===== src/rtl/loop_player.sv =====
// Playback engine: walks a [start,end) window of the sample RAM one sample per tick, applies gain with saturation.
// Optional echo tap enabled by defining LOOP_PLAYER_ECHO_EN.
module loop_player #(
    parameter int ADDR_W      = 16,
    parameter int SAMPLE_W    = 8,
    parameter int RAM_LATENCY = 2,
    parameter int ECHO_DELAY  = 3000
) (
    input  logic                clk_in,
    input  logic                rst_in,
    input  logic                play_in,
    input  logic                loop_in,
    input  logic [ADDR_W-1:0]   start_addr_in,
    input  logic [ADDR_W-1:0]   end_addr_in,
    input  logic                sample_tick_in,
    input  logic [3:0]          volume_in,
    output logic [ADDR_W-1:0]   ram_addr_out,
    input  logic [SAMPLE_W-1:0] ram_data_in,
    output logic [SAMPLE_W-1:0] sample_out,
    output logic                sample_valid_out,
    output logic                busy_out,
    output logic                done_out
);

`ifdef LOOP_PLAYER_ECHO_EN
    localparam int CAP_CNT = RAM_LATENCY + 1;
`else
    localparam int CAP_CNT = RAM_LATENCY;
`endif
    localparam int CNT_W = $clog2(CAP_CNT + 2);
    localparam int MW    = SAMPLE_W + 2;
    localparam int PW    = MW + 5;

    typedef enum logic [1:0] {S_IDLE, S_FETCH, S_WAIT, S_LAST} state_t;
    state_t r_state, w_state_next;

    logic [ADDR_W-1:0]   r_start, r_end, r_ptr, r_ram_addr;
    logic [CNT_W-1:0]    r_cnt;
    logic                r_stop;
    logic [SAMPLE_W-1:0] r_sample;
    logic                r_valid, r_done;

    logic                w_start, w_empty, w_issue, w_capture;
    logic [ADDR_W-1:0]   w_next_ptr;
    logic signed [MW-1:0] w_mix;
    logic signed [PW-1:0] w_mix_x, w_vol_x, w_prod, w_res;
    logic [SAMPLE_W-1:0] w_sat;

    assign w_next_ptr = r_ptr + ADDR_W'(1);

    always_ff @(posedge clk_in) begin
        if (!rst_in)
            r_state <= S_IDLE;
        else
            r_state <= w_state_next;
    end

    always_comb begin
        w_state_next = r_state;
        w_start      = 1'b0;
        w_empty      = 1'b0;
        w_issue      = 1'b0;
        w_capture    = 1'b0;
        case (r_state)
            S_IDLE: begin
                if (play_in && sample_tick_in) begin
                    if (start_addr_in == end_addr_in) begin
                        w_empty = 1'b1;
                    end else begin
                        w_start      = 1'b1;
                        w_state_next = S_FETCH;
                    end
                end
            end
            S_FETCH: begin
                if (r_cnt == CNT_W'(CAP_CNT)) begin
                    w_capture = 1'b1;
                    // A stop request during the fetch wins over the natural end: no done pulse.
                    if (!play_in || r_stop)
                        w_state_next = S_IDLE;
                    else if (w_next_ptr == r_end && !loop_in)
                        w_state_next = S_LAST;
                    else
                        w_state_next = S_WAIT;
                end
            end
            S_WAIT: begin
                if (!play_in) begin
                    w_state_next = S_IDLE;
                end else if (sample_tick_in) begin
                    w_issue      = 1'b1;
                    w_state_next = S_FETCH;
                end
            end
            S_LAST:  w_state_next = S_IDLE;
            default: w_state_next = S_IDLE;
        endcase
    end

`ifdef LOOP_PLAYER_ECHO_EN
    localparam int ECW = $clog2(ECHO_DELAY + 1);
    logic [SAMPLE_W-1:0]  r_direct;
    logic [ECW-1:0]       r_echo_cnt;
    logic signed [MW-1:0] w_direct_x, w_echo_x;

    always_ff @(posedge clk_in) begin
        if (!rst_in) begin
            r_direct   <= '0;
            r_echo_cnt <= '0;
        end else begin
            if (r_state == S_FETCH && r_cnt == CNT_W'(RAM_LATENCY))
                r_direct <= ram_data_in;
            if (w_start)
                r_echo_cnt <= '0;
            else if (w_capture) begin
                if (w_next_ptr == r_end && loop_in)
                    r_echo_cnt <= '0;
                else if (r_echo_cnt < ECW'(ECHO_DELAY))
                    r_echo_cnt <= r_echo_cnt + ECW'(1);
            end
        end
    end

    // Echo read data arrives one cycle after the direct sample, so it is used straight off the bus.
    always_comb begin
        w_direct_x = {{2{r_direct[SAMPLE_W-1]}}, r_direct};
        w_echo_x   = '0;
        if (r_echo_cnt >= ECW'(ECHO_DELAY))
            w_echo_x = {{2{ram_data_in[SAMPLE_W-1]}}, ram_data_in};
        w_mix = w_direct_x + (w_echo_x >>> 1);
    end
`else
    always_comb begin
        w_mix = {{2{ram_data_in[SAMPLE_W-1]}}, ram_data_in};
    end
`endif

    always_comb begin
        w_mix_x = {{(PW-MW){w_mix[MW-1]}}, w_mix};
        w_vol_x = {{(PW-4){1'b0}}, volume_in};
        w_prod  = w_mix_x * w_vol_x;
        w_res   = w_prod >>> 3;
        // In range exactly when all bits from the output sign bit upward agree.
        if (&w_res[PW-1:SAMPLE_W-1] || ~|w_res[PW-1:SAMPLE_W-1])
            w_sat = w_res[SAMPLE_W-1:0];
        else if (w_res[PW-1])
            w_sat = {1'b1, {(SAMPLE_W-1){1'b0}}};
        else
            w_sat = {1'b0, {(SAMPLE_W-1){1'b1}}};
    end

    always_ff @(posedge clk_in) begin
        if (!rst_in) begin
            r_start    <= '0;
            r_end      <= '0;
            r_ptr      <= '0;
            r_ram_addr <= '0;
            r_cnt      <= '0;
            r_stop     <= 1'b0;
            r_sample   <= '0;
            r_valid    <= 1'b0;
            r_done     <= 1'b0;
        end else begin
            r_valid <= w_capture;
            r_done  <= w_empty || (r_state == S_LAST);
            r_cnt   <= (r_state == S_FETCH) ? r_cnt + CNT_W'(1) : '0;
            r_stop  <= (r_state == S_FETCH) && (r_stop || !play_in);
            if (w_start || w_empty) begin
                r_start <= start_addr_in;
                r_end   <= end_addr_in;
                r_ptr   <= start_addr_in;
            end
            if (w_start)
                r_ram_addr <= start_addr_in;
            else if (w_issue)
                r_ram_addr <= r_ptr;
`ifdef LOOP_PLAYER_ECHO_EN
            else if (r_state == S_FETCH && r_cnt == '0)
                r_ram_addr <= r_ptr - ADDR_W'(ECHO_DELAY);
`endif
            if (w_capture) begin
                r_sample <= w_sat;
                r_ptr    <= (w_next_ptr == r_end) ? r_start : w_next_ptr;
            end
        end
    end

    assign ram_addr_out     = r_ram_addr;
    assign sample_out       = r_sample;
    assign sample_valid_out = r_valid;
    assign busy_out         = (r_state != S_IDLE);
    assign done_out         = r_done;

endmodule


===== config.mk =====
export PLATFORM = sky130hd
export DESIGN_NAME = loop_player
export DESIGN_NICKNAME = d
export VERILOG_FILES = /design/src/rtl/loop_player.sv
export SDC_FILE = /design/constraint.sdc
export NUM_CORES = 1
export LEC_CHECK = 0
export BUFFER_PORTS_ARGS = -buffer_cell sky130_fd_sc_hd__buf_2
export CORE_MARGIN = 5
export CORE_UTILIZATION = 25
export CTS_CLUSTER_SIZE = 14
export DETAILED_ROUTE_END_ITERATION = 10
export GPL_ROUTABILITY_DRIVEN = 0
export SETUP_SLACK_MARGIN = 0.4
export SLEW_MARGIN = 40
export SYNTH_ARGS = -nofsm -noshare
export SYNTH_HDL_FRONTEND = slang
export SYNTH_SLANG_ARGS = --single-unit

===== constraint.sdc =====
create_clock -name clk_in -period 3.7 [get_ports clk_in]
set_input_delay 0.185 -clock clk_in [delete_from_list [all_inputs] [get_ports clk_in]]
set_output_delay 0.185 -clock clk_in [all_outputs]
set_load 0.01 [all_outputs]

==> results.txt, run 1 <==
----------------------------------------------------
[Power and ir drop]
  Power dissipated by switching net loads ... 0.0009133 W
  Worst IR drop on VDD ... ~0.23 mV
  Internal cell power ... about 0.0019 W
  Power after layout ... 0.002764 W
  Seq pwr share ... 0.335
  Clock power share ... 0.328
  Leak ... 3.003 nW
  Power Density ... about 380 nW/um^2
  Sw Ratio ... 0.3304
  Power share of the combinational group ... 0.337

[Placement]
  Placed cell area ... roughly 6500 um^2
  Pre-CTS setup slack ... -0.008523 ns
  HPWL after detailed placement ... 12.60 mm
  Count of port buffers added during placement ... 75

[GRT]
  Busiest metal layer after global routing ... met2
  Global-route wire length before repair ... around 27 mm
  Global-route track usage on met2 ... 0.2099
  Remaining global-route overflow ... 0
  Total Routing Usage GR ... 0.1272
  Met1 track demand over resource ... 0.1627
  Number of antenna violations at the first check in global routing ... 0
  Global Route met3 Usage ... 0.03426
  Via count of the first global-routing pass ... ~5100
  Pin count of the biggest net entering global routing ... 69

[STA]
  Normalized max-slew margin ... 0.5583
  Final clock skew ... about 0.0074 ns
  Final number of setup-violating endpoints ... 0
  Number of max-slew violations in the final report ... 0
  Final hold viol count ... 0
  Unrepaired setup endpoints after global routing ... yes
  Crit path setup slack, layout ... around 0.44 ns
  Maximum clock frequency ... roughly 0.3 GHz
  Final critical-path required period ... approximately 3.3 ns
  Slew at the pin with the worst max-slew slack ... around 0.66 ns
  Final-layout worst hold slack ... 0.08019 ns
  Final period utilization ... 0.8810

[Yosys]
  Area share of the leading cell type in the synthesized netlist ... 0.2732
  Portion of the post-synthesis area used by sequential elements ... 0.2732
  Mean Syn Cell Area ... approximately 8.2 um^2
  Number of storage elements in the synthesis netlist ... between 70 and 80
  Leading cell types by total area after synthesis ... dfxtp_1, nand2_1, fa_1, ha_1, a21boi_0
  Main synth FF type ... dfxtp_1
  Net Count, Synth ... slightly below 800
  Cell area after technology mapping ... 5788 um^2
  Share of async-settable or async-resettable flops after synthesis ... 0
  Leading area contributor after synthesis ... dfxtp_1
  Cell count after synthesis ... a little over 700
  Number of different library cells in the post-synthesis netlist ... 64
  Number of warnings issued by yosys ... 0
  Number of enable flip-flop cells after synthesis ... 0

[Clock network]
  CTS Hold Bufs ... 0
  Clock transition at the register clock pins on the worst setup and hold paths after CTS ... approximately 0.060 ns
  Root buffer cell ... clkbuf_16
  CTS sink cnt ... between 70 and 80
  Deepest level of the CTS H-tree ... 3
  Clock tree from TritonCTS ... done
  Clock network latency to the later pin of the worst-skew pair ... about 0.35 ns
  Total clock buffers created by CTS ... 9
  Bufs on Longest Clock Path ... 2

[Worst hold path]
  Endpoint with the worst hold slack ... r_stop
  Launch instance of the worst min-delay path ... play_in
  Class of the tightest hold or removal check ... in -> reg
  Worst hold path stage count ... 2

[Floorplan]
  Boundary pin count ... 76
  Die Height ... between 150 and 200 um
  Number of placement rows ... 55
  Starting density of the core ... 0.2549
  Placeable core region ... approximately 23000 um^2
  Die area ... ~26000 um^2
  Die width ... 162.2 um

[Layout]
  Relative area change from synthesis to final layout ... 24.41%
  Share of the core filled with cells ... 0.3171
  Final std cell area, no fill ... between 7000 and 8000 um^2
  Final #Nets ... approximately 860
  Count of inserted antenna diode cells ... 0
  Most common cell after layout, fill and taps aside ... nand2_1
  Ratio of cells with drive above 1 in the final layout ... 0.2290
  Most used cells in the layout excluding fill and tap cells ... nand2_1, dfxtp_1, buf_2

[Detailed routing]
  Detailed-route vias per instance ... 4.899
  Routed vias ... between 5000 and 6000
  Wire length after detailed routing ... roughly 17 mm
  Detailed Route Iter0 Violations ... between 200 and 300
  Pre-antenna DRT Iters ... 4
  Routed wire per std cell ... ~16 um
  Number of remaining DRC errors ... 0
  Antenna Violating Nets Remaining ... 0

[Setup path]
  Reg-to-Reg Start ... r_ptr[6]
  Worst path arrival time ... between 3 and 4 ns
  Reg2reg end ... r_ptr[2]
  CP Class ... in -> reg
  Depth of the worst register-to-register path ... 7
  Required arrival time at the worst endpoint ... approximately 3.9 ns
  Crit end category ... flop
  Critical Path Fanout Max ... 7
  Startpoint type of the worst setup path ... input pin
  Slack of the worst reg-to-reg path ... 0.63 ns

[Outcome]
  Outcome ... complete, no violations

[Flow run]
  Max-capacitance violation count ... 0

----------------------------------------------------
cell type report:
cell class	count	area, um^2
tap	285	356.6
multi-input combinational	540	4243
clock inverter	5	57.56
clock buffer	11	242.7
inverter	44	165.2
sequential	79	1583
timing repair buffer	94	553.0
fill	2401	15510
metrics by stage:
step,cells,setup TNS [ns]
floorplan,704,0
global placement,1032,0
detailed placement,1032,-0.008523
CTS,1048,0
global route,1058,0
finish,1058,0
metal layers:
layer	up-vias	routed length (um)
li1	2581	-
met1	2473	7530
met2	107	8052
met3	22	1057
met4	0	278
met5	-	0
Yosys cell counts (7+ instances only):
cell type and count:
a211oi_1 17, a21boi_0 32, a21oi_1 38, a311o_1 8
and2_1 30, and3_1 11, buf_2 8, clkbuf_1 25
dfxtp_1 79, fa_1 17, ha_1 24, inv_1 42
mux2i_1 12, nand2_1 132, nand2b_1 8, nand3_1 13
nand4_1 11, nor2_1 20, nor2b_1 8, nor4_1 8
o211a_1 12, o21ai_0 13, o31ai_1 7, xnor2_1 22
xor2_1 24
worst max-delay path, cell delays in order:
cell and delay, ns:
buf_2 0.11, and2_1 0.18, ha_4 0.24, fa_1 0.47
inv_1 0.05, fa_1 0.48, inv_2 0.04, ha_4 0.28
nor2_2 0.06, or2_4 0.25, nor4_4 0.29, buf_4 0.17
nor4_2 0.03, nand3b_1 0.21, a31oi_4 0.30, a21oi_1 0.11
state kept, by name (all words and copies together), names as in the netlist:
| register | cells |
|---|---|
| sample_out | 8 |
| done_out | 1 |
| r_stop | 1 |
| r_end | 16 |
| r_start | 16 |
| r_ptr | 16 |
| r_state | 2 |
| r_cnt | 2 |
| sample_valid_out | 1 |
| ram_addr_out | 16 |
how the worst max path moves through the flow:
| stage | startpoint | depth (start not counted) | slack (ns) | end |
|---|---|---|---|---|
| global route | volume_in[3] | 16 | 0.32 | sample_out[4] |
| CTS | volume_in[2] | 14 | 0.39 | sample_out[6] |
| detailed placement | volume_in[2] | 14 | -0.009 | sample_out[6] |
| finish | ram_data_in[2] | 16 | 0.44 | sample_out[4] |
| global placement | volume_in[2] | 15 | 0.07 | sample_out[1] |
| floorplan | ram_data_in[3] | 14 | 0.41 | sample_out[1] |
what timing repair did:
action | 4_1_cts | 5_1_grt
resized for setup | 5 | 53
hold endpoints to repair | 0 | 0
setup buffers | 0 | 9
cloned | 0 | 1
pin swaps | 6 | 38
endpoints found under the setup margin | 4 | 22
cell families after synthesis:
group / Yosys count / synth area share
multiplexers: 12 / 0.02075
adder cells (fa/ha/maj): 41 / 0.1107
AND/OR/NAND/NOR: 270 / 0.2345
buffers and inverters: 86 / 0.06074
flip-flops: 79 / 0.2732
XOR/XNOR: 53 / 0.09728
AO/OA/AOI/OAI: 163 / 0.2028
power groups by stage:
stage / Clock (W) / Sequential [W] / Combinational (W)
floorplan: 0 / 0.000935 / 0.000592
global placement: 0 / 0.000944 / 0.000760
detailed placement: 0 / 0.000945 / 0.000765
CTS: 0.000926 / 0.000927 / 0.000799
global route: 0.000969 / 0.000933 / 0.00103
finish: 0.000906 / 0.000927 / 0.000931
Power figures use the tool's default switching activity.
==> run 2, diff against run 1 <==
- ABC_AREA: unset -> 1
- CORE_MARGIN: 5 -> 1
==> run 2 against run 1 <==
First-iteration DRC count grew 32%; via count up 6.8%; wire length is 1.3% lower; die area shrank 13%; largest cell class unchanged.
==> results.txt, run 2 <==
----------------------------------------------------
[Outcome]
  Outcome ... complete, no violations

[Yosys]
  Post-synthesis mux area share ... 0
  Fraction of the mapped netlist area in adder cells ... 0.1151
  Post-synthesis xor/xnor area fraction ... 0.04090
  Cell area after technology mapping ... ~5600 um^2
  Most used standard cells in the synthesized netlist ... nand2_1, inv_1, dfxtp_1
  Number of different library cells in the post-synthesis netlist ... 34
  Leading cell types by total area after synthesis ... dfxtp_1, nand2_1, inv_1, fa_1, nand3_1
  Main synth FF type ... dfxtp_1
  Fraction of the mapped netlist area in compound gates ... 0.1306
  Cell count after synthesis ... approximately 840
  Number of enable flip-flop cells after synthesis ... 0
  Mean Syn Cell Area ... between 6 and 7 um^2
  Number of warnings issued by yosys ... 0
  Area share of the leading cell type in the synthesized netlist ... 0.2840
  Portion of the post-synthesis area used by sequential elements ... 0.2840
  Number of storage elements in the synthesis netlist ... between 70 and 80
  Net Count, Synth ... a little over 900
  Combinational family with the most area after synthesis ... simple AND/OR/NAND/NOR gates
  Most repeated cell in the gate-level netlist after synthesis ... nand2_1
  Leading area contributor after synthesis ... dfxtp_1
  Share of async-settable or async-resettable flops after synthesis ... 0
  Simple-gate share of the synthesized area ... 0.3283

[STA]
  Final-layout worst hold slack ... about 0.12 ns
  Maximum clock frequency ... between 0.3 and 0.4 GHz
  Normalized max-slew margin ... 0.5308
  Number of max-slew violations in the final report ... 0
  Final critical-path required period ... approximately 3.2 ns
  Unrepaired setup endpoints after global routing ... no
  Final number of setup-violating endpoints ... 0
  Final period utilization ... 0.8533
  Accumulated negative setup slack ... 0 ns
  Slew at the pin with the worst max-slew slack ... roughly 0.70 ns
  Final hold viol count ... 0
  Final clock skew ... about 0.0048 ns

[Floorplan]
  Starting density of the core ... 0.2551
  Die Height ... around 150 um
  Placeable core region ... 21820 um^2
  Number of placement rows ... 54
  Boundary pin count ... 76
  Die area ... 22870 um^2
  Die width ... roughly 150 um

[Setup path]
  CP Class ... in -> reg
  Critical Path Fanout Max ... 8
  Required arrival time at the worst endpoint ... 3.93 ns
  Worst path arrival time ... around 3.4 ns
  Depth of the worst register-to-register path ... 16
  Reg-to-Reg Start ... r_ptr[0]
  Setup crit end ... sample_out[1]
  Startpoint type of the worst setup path ... input pin
  Crit end category ... flop
  Launch point of the critical path ... volume_in[2]
  Reg2reg end ... r_ptr[0]
  Slack of the worst reg-to-reg path ... about 0.98 ns

[Detailed routing]
  Wire length after detailed routing ... around 17 mm
  Antenna Violating Nets Remaining ... 0
  Detailed Route Iter0 Violations ... 335
  Routed wire per std cell ... between 10 and 15 um
  Pre-antenna DRT Iters ... 4
  Number of remaining DRC errors ... 0
  Detailed-route vias per instance ... 4.636
  Routed vias ... approximately 5500

[GRT]
  Pin count of the biggest net entering global routing ... 44
  Total Routing Usage GR ... 0.1518
  Number of antenna violations at the first check in global routing ... 0
  Remaining global-route overflow ... 0
  Via count of the first global-routing pass ... ~5300
  Global-route wire length before repair ... between 20 and 30 mm

[Worst hold path]
  Launch instance of the worst min-delay path ... end_addr_in[1]
  Class of the tightest hold or removal check ... in -> reg

[Clock network]
  Root buffer cell ... clkbuf_16
  Bufs on Longest Clock Path ... 2
  Deepest level of the CTS H-tree ... 3
  CTS sink cnt ... ~80
  Total clock buffers created by CTS ... 9
  Clock network latency to the later pin of the worst-skew pair ... 0.34 ns
  Clock transition at the register clock pins on the worst setup and hold paths after CTS ... around 0.06 ns
  Clock tree from TritonCTS ... done

[Layout]
  Most common cell after layout, fill and taps aside ... nand2_1
  Final #Nets ... roughly 1000
  Most used cells in the layout excluding fill and tap cells ... nand2_1, inv_1, dfxtp_1
  Layout Cells excl Fill ... roughly 1200
  Share of the core filled with cells ... 0.3075
  Final std cell area, no fill ... 6710 um^2
  Relative area change from synthesis to final layout ... 20.52%
  Count of inserted antenna diode cells ... 0
  Ratio of cells with drive above 1 in the final layout ... 0.1772

[Placement]
  Inst Count DP ... 1177
  HPWL after detailed placement ... 12.32 mm
  Placed cell area ... about 6300 um^2
  Count of port buffers added during placement ... 75

[Power and ir drop]
  Leak ... between 3 and 4 nW
  Worst IR drop on VDD ... around 0.26 mV
  Power Density ... 402.5 nW/um^2

[Flow run]
  Max-capacitance violation count ... 0

----------------------------------------------------
==> run 2: cell count changes after synthesis, moves of 17 or more <==
cell,delta
nand2_1,+146
inv_1,+73
nand3_1,+50
a21boi_0,-31
and2_1,-30
o21ai_0,+27
nor2_1,+20
a211oi_1,-17
==> run 2: area by class of cell <==
type | count | area, um^2
tap | 280 | 350.3
clock inverter | 6 | 61.31
inverter | 118 | 442.9
fill | 2382 | 15110
multi-input combinational | 619 | 3612
sequential | 79 | 1582
clock buffer | 10 | 229.0
timing repair buffer | 82 | 432.9
==> run 2: stage by stage <==
stage,setup WS [ns],power [W]
after floorplan,0.4028,0.001559
after global placement,0.1748,0.001760
after detailed placement,0.1322,0.001770
after CTS,0.4993,0.002661
after global routing,0.3449,0.002876
final,0.5426,0.002701
==> run 2: power breakdown <==
group / switching, W / internal [W] / leakage (nW)
clock network: 0.000367 / 0.000521 / 0.142
logic: 0.000529 / 0.000326 / 2.34
registers: 0.0000489 / 0.000910 / 0.644
==> run 2: worst min-delay path by stage <==
| stage | end | slack [ns] | depth (start not counted) |
|---|---|---|---|
| floorplan | r_end[0] | 0.32 | 2 |
| CTS | r_end[1] | 0.12 | 3 |
| global route | r_end[1] | 0.12 | 3 |
| detailed placement | r_cnt[0] | 0.41 | 1 |
| finish | r_end[1] | 0.12 | 3 |
| global placement | r_cnt[0] | 0.41 | 1 |
==> run 2: worst max-delay path, stage by stage <==
cell	delay, ns
clkbuf_4	0.15
nand2_1	0.09
inv_1	0.06
ha_1	0.31
fa_1	0.52
inv_1	0.05
fa_1	0.50
inv_1	0.04
ha_2	0.31
nand2_1	0.10
inv_1	0.06
a221oi_2	0.29
nand2_1	0.09
nand2_1	0.09
nand3_2	0.11
a21oi_4	0.30
a21oi_1	0.11
==> run 2: cells by family (layout without fill, tap and decap cells) <==
family / after synthesis / count (layout)
AO/OA/AOI/OAI: 129 / 129
adder cells (fa/ha/maj): 41 / 41
XOR/XNOR: 26 / 26
flip-flops: 79 / 79
AND/OR/NAND/NOR: 423 / 423
buffers and inverters: 144 / 216
==> run 2: per-layer routing <==
layer	global-route usage	vias to the layer above	share of wire
met3	0.02801	26	0.052
li1	-	2808	-
met4	0.05950	0	0.024
met5	0	-	0
met1	0.1862	2581	0.44
met2	0.2605	120	0.48
==> run 2: what timing repair did <==
item / 4_1_cts / 5_1_grt
hold buffers: 0 / 0
buffers inserted: 0 / 1
endpoints found under the setup margin: 0 / 7
gates resized for setup: 0 / 28
